[config.mk]
export PLATFORM = sky130hd
export DESIGN_NAME = alarm_fsm_flat
export DESIGN_NICKNAME = d
export VERILOG_FILES = /design/src/rtl/alarm_fsm_if.sv /design/src/rtl/alarm_fsm.sv /design/src/flat_wrapper.sv
export SDC_FILE = /design/constraint.sdc
export NUM_CORES = 1
export LEC_CHECK = 0
export ABC_AREA = 1
export CELL_PAD_IN_SITES_DETAIL_PLACEMENT = 0
export CELL_PAD_IN_SITES_GLOBAL_PLACEMENT = 1
export CORE_MARGIN = 2
export CORE_UTILIZATION = 35
export DETAILED_ROUTE_END_ITERATION = 8
export MAX_ROUTING_LAYER = met4
export PLACE_DENSITY = 0.73
export RECOVER_POWER = 100
export SYNTH_ARGS = -nofsm -noshare
export SYNTH_HDL_FRONTEND = slang
export SYNTH_SLANG_ARGS = --single-unit
[constraint.sdc]
create_clock -name clock -period 1.5 [get_ports clock]
set_clock_uncertainty 0.05 [all_clocks]
set_input_delay 0.225 -clock clock [delete_from_list [all_inputs] [get_ports clock]]
set_output_delay 0.225 -clock clock [all_outputs]
set_load 0.1 [all_outputs]
[src/rtl/alarm_fsm_if.sv]
// Purpose: signal bundle between the alarm controller and its environment
//          (vehicle inputs, delay programming port, countdown-timer handshake,
//          siren/LED/state display outputs).
// Signals:
//   ignition, door_driver, door_pass      vehicle inputs (synchronous, debounced)
//   prog_en, prog_sel[1:0], prog_value[3:0]  delay register write port
//   waited                                timer expiry flag from the countdown timer
//   timer_load, timer_en, t_default[3:0]  countdown timer control
//   siren, status_led, state_code[2:0]    indicators
// Modports: master = environment/bench side, slave = alarm_fsm side.
interface alarm_fsm_if;
    logic       ignition;
    logic       door_driver;
    logic       door_pass;
    logic       prog_en;
    logic [1:0] prog_sel;
    logic [3:0] prog_value;
    logic       waited;
    logic       timer_load;
    logic       timer_en;
    logic [3:0] t_default;
    logic       siren;
    logic       status_led;
    logic [2:0] state_code;

    modport master (
        output ignition, door_driver, door_pass, prog_en, prog_sel, prog_value, waited,
        input  timer_load, timer_en, t_default, siren, status_led, state_code
    );

    modport slave (
        input  ignition, door_driver, door_pass, prog_en, prog_sel, prog_value, waited,
        output timer_load, timer_en, t_default, siren, status_led, state_code
    );
endinterface

[src/rtl/alarm_fsm.sv]
// Purpose: anti-theft alarm controller. Sequences arm/trigger/siren/disarm
//          modes, drives the countdown timer (load/en/t_default), holds the
//          four programmable delays and drives the siren and status LED.
// Ports:
//   clock  system clock
//   reset  synchronous, active-high reset
//   bus    alarm_fsm_if.slave: vehicle inputs, programming port, timer
//          handshake and indicator outputs (all outputs registered)
module alarm_fsm #(
    parameter logic [3:0]  T_ARM_DEF  = 4'd6,
    parameter logic [3:0]  T_DRV_DEF  = 4'd8,
    parameter logic [3:0]  T_PAS_DEF  = 4'd15,
    parameter logic [3:0]  T_ALM_DEF  = 4'd10,
    parameter int unsigned BLINK_HALF = 50_000_000
) (
    input  logic        clock,
    input  logic        reset,
    alarm_fsm_if.slave  bus
);
    localparam int unsigned CNT_W = (BLINK_HALF > 1) ? $clog2(BLINK_HALF) : 1;

    localparam logic [1:0] SEL_ARM = 2'd0;
    localparam logic [1:0] SEL_DRV = 2'd1;
    localparam logic [1:0] SEL_PAS = 2'd2;
    localparam logic [1:0] SEL_ALM = 2'd3;

    typedef enum logic [2:0] {
        ARMED      = 3'd0,
        TRIGGERED  = 3'd1,
        SOUND      = 3'd2,
        HOLD       = 3'd3,
        DISARMED   = 3'd4,
        WAIT_OPEN  = 3'd5,
        WAIT_CLOSE = 3'd6,
        ARM_DELAY  = 3'd7
    } state_e;

    state_e             state_q, state_d;
    logic               load_d;
    logic [1:0]         sel_d;
    logic               timer_load_q, timer_en_q, siren_q, led_q;
    logic               timer_en_d, siren_d, led_d;
    logic [3:0]         t_default_q, t_default_d;
    logic [CNT_W-1:0]   cnt_q, cnt_d;
    logic [3:0]         dly_q [4];
    logic               any_door, no_door, wait_ok;

    assign any_door = bus.door_driver | bus.door_pass;
    assign no_door  = ~any_door;
    // The expiry flag may still be stale in the cycle the timer is being loaded.
    assign wait_ok  = bus.waited & ~timer_load_q;

    // State, delay registers and registered outputs.
    always_ff @(posedge clock) begin
        if (reset) begin
            state_q      <= ARMED;
            timer_load_q <= 1'b0;
            timer_en_q   <= 1'b0;
            t_default_q  <= 4'd0;
            siren_q      <= 1'b0;
            led_q        <= 1'b1;
            cnt_q        <= '0;
            dly_q[0]     <= T_ARM_DEF;
            dly_q[1]     <= T_DRV_DEF;
            dly_q[2]     <= T_PAS_DEF;
            dly_q[3]     <= T_ALM_DEF;
        end else begin
            state_q      <= state_d;
            timer_load_q <= load_d;
            timer_en_q   <= timer_en_d;
            t_default_q  <= t_default_d;
            siren_q      <= siren_d;
            led_q        <= led_d;
            cnt_q        <= cnt_d;
            // A zero delay is meaningless and is dropped.
            if (bus.prog_en && (bus.prog_value != 4'd0)) begin
                dly_q[bus.prog_sel] <= bus.prog_value;
            end
        end
    end

    // Next state, plus timer load request and which delay to load.
    always_comb begin
        state_d = state_q;
        load_d  = 1'b0;
        sel_d   = SEL_ARM;
        case (state_q)
            ARMED: begin
                if (bus.ignition) begin
                    state_d = DISARMED;
                end else if (bus.door_driver) begin
                    state_d = TRIGGERED;
                    load_d  = 1'b1;
                    sel_d   = SEL_DRV;
                end else if (bus.door_pass) begin
                    state_d = TRIGGERED;
                    load_d  = 1'b1;
                    sel_d   = SEL_PAS;
                end
            end
            TRIGGERED: begin
                if (bus.ignition)  state_d = DISARMED;
                else if (wait_ok)  state_d = SOUND;
            end
            SOUND: begin
                if (bus.ignition) begin
                    state_d = DISARMED;
                end else if (no_door) begin
                    state_d = HOLD;
                    load_d  = 1'b1;
                    sel_d   = SEL_ALM;
                end
            end
            HOLD: begin
                if (bus.ignition)  state_d = DISARMED;
                else if (any_door) state_d = SOUND;
                else if (wait_ok)  state_d = ARMED;
            end
            DISARMED: begin
                if (!bus.ignition) state_d = WAIT_OPEN;
            end
            WAIT_OPEN: begin
                if (bus.ignition)         state_d = DISARMED;
                else if (bus.door_driver) state_d = WAIT_CLOSE;
            end
            WAIT_CLOSE: begin
                if (bus.ignition) begin
                    state_d = DISARMED;
                end else if (no_door) begin
                    state_d = ARM_DELAY;
                    load_d  = 1'b1;
                    sel_d   = SEL_ARM;
                end
            end
            ARM_DELAY: begin
                if (bus.ignition)  state_d = DISARMED;
                else if (any_door) state_d = WAIT_CLOSE;
                else if (wait_ok)  state_d = ARMED;
            end
            default: state_d = ARMED;
        endcase
    end

    // Registered output values derived from the upcoming state.
    always_comb begin
        timer_en_d  = 1'b0;
        siren_d     = 1'b0;
        led_d       = 1'b0;
        cnt_d       = '0;
        // Reads the pre-write register, so a same-cycle write loads the old value.
        t_default_d = load_d ? dly_q[sel_d] : t_default_q;
        case (state_d)
            TRIGGERED, ARM_DELAY: timer_en_d = 1'b1;
            HOLD: begin
                timer_en_d = 1'b1;
                siren_d    = 1'b1;
            end
            SOUND:   siren_d = 1'b1;
            default: ;
        endcase
        case (state_d)
            ARMED: begin
                if (state_q != ARMED) begin
                    led_d = 1'b1;
                end else if (cnt_q == CNT_W'(BLINK_HALF - 1)) begin
                    led_d = ~led_q;
                end else begin
                    led_d = led_q;
                    cnt_d = cnt_q + CNT_W'(1);
                end
            end
            TRIGGERED, SOUND, HOLD: led_d = 1'b1;
            default: led_d = 1'b0;
        endcase
    end

    assign bus.timer_load = timer_load_q;
    assign bus.timer_en   = timer_en_q;
    assign bus.t_default  = t_default_q;
    assign bus.siren      = siren_q;
    assign bus.status_led = led_q;
    assign bus.state_code = state_q;
endmodule
[src/flat_wrapper.sv]
// flat-port wrapper written by rule: the top's interface ports become plain ports
module alarm_fsm_flat 
#(
    parameter logic [3:0]  T_ARM_DEF  = 4'd6,
    parameter logic [3:0]  T_DRV_DEF  = 4'd8,
    parameter logic [3:0]  T_PAS_DEF  = 4'd15,
    parameter logic [3:0]  T_ALM_DEF  = 4'd10,
    parameter int unsigned BLINK_HALF = 50_000_000
)
  (clock, reset, bus_ignition, bus_door_driver, bus_door_pass, bus_prog_en, bus_prog_sel, bus_prog_value, bus_waited, bus_timer_load, bus_timer_en, bus_t_default, bus_siren, bus_status_led, bus_state_code);
  alarm_fsm_if bus_i ();
  input  logic clock;
  input  logic reset;
  input wire logic [$bits(bus_i.ignition)-1:0] bus_ignition;
  input wire logic [$bits(bus_i.door_driver)-1:0] bus_door_driver;
  input wire logic [$bits(bus_i.door_pass)-1:0] bus_door_pass;
  input wire logic [$bits(bus_i.prog_en)-1:0] bus_prog_en;
  input wire logic [$bits(bus_i.prog_sel)-1:0] bus_prog_sel;
  input wire logic [$bits(bus_i.prog_value)-1:0] bus_prog_value;
  input wire logic [$bits(bus_i.waited)-1:0] bus_waited;
  output wire logic [$bits(bus_i.timer_load)-1:0] bus_timer_load;
  output wire logic [$bits(bus_i.timer_en)-1:0] bus_timer_en;
  output wire logic [$bits(bus_i.t_default)-1:0] bus_t_default;
  output wire logic [$bits(bus_i.siren)-1:0] bus_siren;
  output wire logic [$bits(bus_i.status_led)-1:0] bus_status_led;
  output wire logic [$bits(bus_i.state_code)-1:0] bus_state_code;
  assign bus_i.ignition = bus_ignition;
  assign bus_i.door_driver = bus_door_driver;
  assign bus_i.door_pass = bus_door_pass;
  assign bus_i.prog_en = bus_prog_en;
  assign bus_i.prog_sel = bus_prog_sel;
  assign bus_i.prog_value = bus_prog_value;
  assign bus_i.waited = bus_waited;
  assign bus_timer_load = bus_i.timer_load;
  assign bus_timer_en = bus_i.timer_en;
  assign bus_t_default = bus_i.t_default;
  assign bus_siren = bus_i.siren;
  assign bus_status_led = bus_i.status_led;
  assign bus_state_code = bus_i.state_code;
  alarm_fsm #(.T_ARM_DEF(T_ARM_DEF), .T_DRV_DEF(T_DRV_DEF), .T_PAS_DEF(T_PAS_DEF), .T_ALM_DEF(T_ALM_DEF), .BLINK_HALF(BLINK_HALF)) u_core (.clock(clock), .reset(reset), .bus(bus_i));
endmodule
==> results of run 1 <==
[through the flow]
stage / setup slack (ns) / utilization (%)
final: 0.0114 / 49.2
after global routing: -0.0958 / 49.2
after CTS: -0.0366 / 49.1
after detailed placement: -0.349 / 46.3
after global placement: -0.297 / 46.3
after floorplan: -0.0308 / -
[cell usage in the layout (no fill, tap or decap), types with 6 or more instances in the layout]
cell type and instances:
a21oi_1 6, nor2_4 12, edfxtp_1 16, buf_4 51, nand2_2 12, nand3_1 25
nor3_1 6, nand4_1 12, dfxtp_2 6, inv_1 62, clkdlybuf4s50_1 8, nor2_1 36
nor2_2 17, dfxtp_1 26, inv_2 12, buf_2 6, nand2_1 61
[worst min path at each step]
stage | startpoint | end | slack, ns | cells after the start
2_1_floorplan | reset | u_core.bus.timer_load | 0.24 | 1
3_3_place_gp | u_core.cnt_q[3] | u_core.cnt_q[3] | 0.43 | 2
3_5_place_dp | u_core.cnt_q[3] | u_core.cnt_q[3] | 0.45 | 2
4_1_cts | u_core.cnt_q[4] | u_core.cnt_q[4] | 0.45 | 2
5_1_grt | bus_door_pass | u_core.bus.timer_load | 0.46 | 4
6_report | bus_door_pass | u_core.bus.timer_load | 0.41 | 4
[kinds of logic (layout without fill, tap and decap cells)]
logic type,Yosys count,count (layout),synth area share [%]
xor gates and xnor gates,7,7,2.06
and+or+nand+nor,212,212,39.0
DFF,53,53,41.1
buffers and inverters,80,163,11.0
AOI/OAI and AO/OA,27,27,6.41
adders and majority gates,1,1,0.421
[synthesized netlist by cell type (all sizes together) (2+ instances only)]
master	instances
buf	4
nor3	13
a21oi	13
nand2	77
nand4	14
or2	2
edfxtp	16
xor2	4
dfxtp	37
nand3	33
inv	75
xnor2	3
nand3b	6
nor2	65
o21ai	9
[power breakdown]
part	switching, mW	total (mW)	internal [mW]
sequential	0.0257	1.55	1.53
combinational	0.372	0.572	0.200
clock	0.467	0.958	0.492
total	0.864	3.08	2.22
[critical path, delay by kind of cell, from the launching register on]
kind / cells / cell delay (ns)
flip-flops: 1 / 0.37
AND/OR/NAND/NOR: 5 / 0.63
adder cells (fa/ha/maj): 1 / 0.16
buffers and inverters: 1 / 0.18
[repair_timing]
item,CTS,global route
endpoints found under the setup margin,30,51
cloned,0,1
resized for setup,26,32
pin swaps,14,10
setup buffers,5,3
[flip-flops by register name (all words and copies together) (netlist names)]
signal                 count
u_core.cnt_q              26
u_core.dly_q              16
u_core.bus.t_default       4
u_core.bus.state_code      3
u_core.bus.siren           1
u_core.bus.status_led      1
u_core.bus.timer_en        1
u_core.bus.timer_load      1
[routing by layer]
metal	track usage [%]	part of all wire [%]	routed length, µm	vias to the layer above
met4	4.64	1.0	67	0
met1	18.4	48	3100	1147
met2	24.8	47	3010	30
li1	-	-	-	1366
met5	-	0	0	-
met3	2.74	3.5	226	8
[layout make-up]
type                            instances  share of cell area (%)
Tap cell                              105                    3.25
Sequential cell                        53                    30.9
Clock inverter                          3                    1.02
Timing Repair Buffer                   80                    17.4
Inverter                               75                    7.03
Clock buffer                            5                    1.70
Multi-Input combinational cell        247                    38.7
==> summary.md, run 1 <==
| Metric | Value |
|---|---|
| Layout fillers | 799 |
| Port buffer count | 23 |
| Area leader, netlist | dfxtp_1 |
| Vias per inst | ~4.5 |
| CP dominant cell by count | nor2_2 |
| Seq/Total Area, Yosys | 41.1% |
| Initial DRT Pass Iterations | 4 |
| Max frequency | roughly 0.67 GHz |
| Clk buf depth | 2 |
| Fin Setup TNS | 0 ns |
| Later-pin clock latency in the skew report | 0.30 ns |
| Final hold viol count | 0 |
| Largest net degree at the start of global routing | 17 |
| HP Class | input port to register |
| Cell area after layout | 4040 µm² |
| HPWL after DPL | slightly below 5000 µm |
| Detail Route Antenna Nets | 0 |
| Chip Width | roughly 96 µm |
| Synth Instances | 380 |
| Critical path class | register to register |
| CTS root buf | clkbuf_8 |
| Final period util | 99.2% |
| Lkg Pwr | roughly 1.7 nW |
| Ports | 24 |
| TritonCTS Buffers | 5 |
| Slew HR | about two thirds |
| Synth cell types | around 40 |
| Worst vdd ir | around 0.35 mV |
| Asr flop ratio synth | 0% |
| Register area | 1250 µm² |
| Synth Area per Inst | slightly below 8 µm² |
| N_diodes | 0 |
| Share of cells above drive strength 1 | a little under two fifths |
| DRC | 0 |
| R2R cell count | 7 |
| Req. time, crit path | roughly 1.7 ns |
| Area of the multi-input gates | roughly 1600 µm² |
| CP max FO | 7 |
| CP Cell Sequence | ha_4, nand3_1, nor2_2, nand4_2, nand4_4, clkbuf_16, nor2_2 |
| Post-synth EDFFs | 16 |
| Clk sink count | 53 |
| Vias in the first global route | roughly 2400 |
| Worst-margin pin slew | 0.494 ns |
| Total GRT Usage | between 10% and 20% |
| Syn-to-layout area delta | 36.1% |
| Yosys warns | 0 |
| Cts hold-fix bufs | 0 |
| Placer Congestion | 0.838 |
| Core area | approximately 8200 µm² |
| Syn_nets | just under 400 |
| Die height | between 90 and 100 µm |
| WL per Instance | ~11 µm |
| Vias after detailed routing | 2551 |
| Slew Limit Fails | 0 |
| TritonCTS clock tree | yes |
| Final setup violation count | 0 |
| Total Nets Final | ~480 |
| WHS | between 0.4 and 0.5 ns |
| PwrDens | 763 nW/µm² |
| Mapped Area | between 2000 and 3000 µm² |
| Highest-delay cell along the critical path | dfxtp_4 |
| Initial antenna violation count | 0 |
| Outcome | complete, no violations |
| Fin crit period | between 1 and 1.5 ns |
| Worst Path Arrival | 1.64 ns |
| Site Rows | 33 |
| RR Endpoint | u_core.cnt_q[10] |
| R2R Setup Slk | roughly 0.011 ns |
| Max-Cap Viols | 0 |
| Initial Util | between 30% and 40% |
| Yosys top cell area share | 24.9% |
| CP Capture Type | register |
| Largest cells by area after synthesis | dfxtp_1 (25%), edfxtp_1 (16%), nand2_1 (9.0%) |
| Initial drt markers | 84 |
| Finished Layout Cells | around 570 |
| Setup crit start | u_core.cnt_q[0] |
| First-pass GRT wire length | 10600 µm |
| Final total power | between 3 and 4 mW |
| Largest incremental delay on the critical path | 0.37 ns |
| Ys flop type | dfxtp_1 |
| Origin of the critical flop-to-flop path | u_core.cnt_q[0] |
| Post-Route WL | between 6000 and 7000 µm |
| H-Tree Depth | 2 |
| Inst Count DP | 551 |
| Clk slew on worst S/H paths | ~0.10 ns |
| DIE AREA | a little over 9000 µm² |
| Critical Path End | u_core.cnt_q[10] |
| Critical path launch point type | register |
| Placed cell area | ~3800 µm² |
| Total grt overflow | 0 |
| RSZ-0062 raised after global routing | yes |
| Synth Register Bits | 53 |
(Power assumes the default switching activity.)
==> inputs of run 2 (changes only) <==
--- a/config.mk
+++ b/config.mk
@@ -11,9 +11,7 @@
 export CORE_MARGIN = 2
 export CORE_UTILIZATION = 35
 export DETAILED_ROUTE_END_ITERATION = 8
-export MAX_ROUTING_LAYER = met4
 export PLACE_DENSITY = 0.73
-export RECOVER_POWER = 100
 export SYNTH_ARGS = -nofsm -noshare
 export SYNTH_HDL_FRONTEND = slang
 export SYNTH_SLANG_ARGS = --single-unit
==> summary.md, run 2 (same netlist as run 1, synthesis figures left out) <==
| Metric | Value |
|---|---|
| PwrDens | 754 nW/µm² |
| HP Class | input port to register |
| Commonest non-fill, non-tap cell in the layout | inv_1 |
| Max frequency | 0.673 GHz |
| Cts hold-fix bufs | 0 |
| Later-pin clock latency in the skew report | around 0.3 ns |
| TritonCTS clock tree | yes |
| Lkg Pwr | roughly 1.8 nW |
| CP max FO | 7 |
| Critical path class | register to register |
| Worst-margin pin slew | roughly 0.42 ns |
| Finished Layout Cells | roughly 570 |
| Final total power | approximately 3.1 mW |
| WL per Instance | roughly 11 µm |
| Placed cell area | roughly 3800 µm² |
| Slew Limit Fails | 0 |
| Worst vdd ir | 0.355 mV |
| Total Nets Final | ~480 |
| N_diodes | 0 |
| Ports | 24 |
| Initial antenna violation count | 0 |
| Vias per inst | 4.52 |
| Vias in the first global route | 2427 |
| Initial drt markers | 100 |
| First-pass GRT wire length | 10600 µm |
| Largest net degree at the start of global routing | 17 |
| Slew HR | around 72% |
| Detail Route Antenna Nets | 0 |
| Largest Register | u_core.cnt_q |
| H-Tree Depth | 2 |
| Site Rows | 33 |
| CP Capture Type | register |
| Initial Util | a little over a third |
| Vias after detailed routing | between 2000 and 3000 |
| DIE AREA | about 9000 µm² |
| Total GRT Usage | 14.5% |
| Clk slew on worst S/H paths | ~0.10 ns |
| CTS root buf | clkbuf_8 |
| Req. time, crit path | between 1.5 and 2 ns |
| Port buffer count | 23 |
| Fin crit period | ~1.5 ns |
| Share of cells above drive strength 1 | about two fifths |
| Syn-to-layout area delta | 40.6% |
| Fin Setup TNS | 0 ns |
| Clk buf depth | 2 |
| Total grt overflow | 0 |
| Inst Count DP | 551 |
| Max reg flops | 26 |
| Clk sink count | between 50 and 60 |
| Worst Path Arrival | about 1.6 ns |
| Die height | 96.1 µm |
| Critical path launch point type | register |
| Cell area after layout | around 4200 µm² |
| Post-Route WL | 6290 µm |
| Max-Cap Viols | 0 |
| TritonCTS Buffers | 5 |
| Core area | between 8000 and 9000 µm² |
| Initial DRT Pass Iterations | 4 |
| R2R Setup Slk | ~0.014 ns |
| Final period util | around 100% |
| Fin util | between 50% and 60% |
| Final hold viol count | 0 |
| Final setup violation count | 0 |
| Outcome | complete, no violations |
| HPWL after DPL | around 5000 µm |
| Chip Width | between 90 and 100 µm |
| DRC | 0 |
| Commonest non-fill, non-tap cells in the layout | inv_1 (62), nand2_1 (61), buf_4 (50) |
| Layout fillers | between 700 and 800 |
| Placer Congestion | 0.826 |
| RSZ-0062 raised after global routing | yes |
## run 2: final cells by class
cell class / count / area (µm²) / area share, %
Clock buffer: 5 / 68.8 / 1.65
Inverter: 75 / 284 / 6.80
Clock inverter: 3 / 41.3 / 0.989
Sequential cell: 53 / 1250 / 29.9
Tap cell: 105 / 131 / 3.15
Timing Repair Buffer: 80 / 832 / 19.9
Multi-Input combinational cell: 247 / 1570 / 37.6
## run 2: report_power, final
| part | switching [mW] | total (mW) | internal, mW |
|---|---|---|---|
| clock network | 0.467 | 0.959 | 0.492 |
| registers | 0.0358 | 1.56 | 1.53 |
| logic | 0.372 | 0.627 | 0.255 |
| total | 0.875 | 3.15 | 2.27 |
## run 2: worst max-delay path: stages (launching register included)
cell and delay, ns:
dfxtp_4 0.37, ha_4 0.16, nand3_1 0.09, nor2_2 0.14, nand4_2 0.18, nand4_4 0.19, clkbuf_16 0.18, nor2_2 0.03
## run 2: worst paths after layout
kind,from,end,cells after the start
setup / recovery,u_core.cnt_q[0],u_core.cnt_q[10],7
hold reg to reg,u_core.cnt_q[4],u_core.cnt_q[4],2
setup reg to reg,u_core.cnt_q[0],u_core.cnt_q[10],7
hold / removal,bus_door_pass,u_core.bus.timer_load,4
## run 2: routing by layer
| layer | global-route usage (%) | vias up | part of all wire, % |
|---|---|---|---|
| met1 | 18.5 | 1161 | 48 |
| li1 | - | 1364 | - |
| met3 | 2.74 | 8 | 3.1 |
| met2 | 24.8 | 36 | 47 |
| met4 | 4.64 | 0 | 1.2 |
| met5 | 0 | - | 0 |
## run 2: per-stage QoR
| step | setup slack (ns) | hold slack [ns] |
|---|---|---|
| floorplan | -0.0308 | 0.237 |
| global placement | -0.297 | 0.430 |
| detailed placement | -0.349 | 0.446 |
| CTS | -0.0366 | 0.454 |
| global route | -0.0936 | 0.456 |
| finish | 0.0140 | 0.406 |
## run 2: what timing repair did
item | in CTS | in global routing
endpoints found under the setup margin | 30 | 51
hold endpoints to repair | 0 | 0
cloned | 0 | 1
gates resized for setup | 26 | 33
setup buffers | 5 | 3
pin swaps | 14 | 10
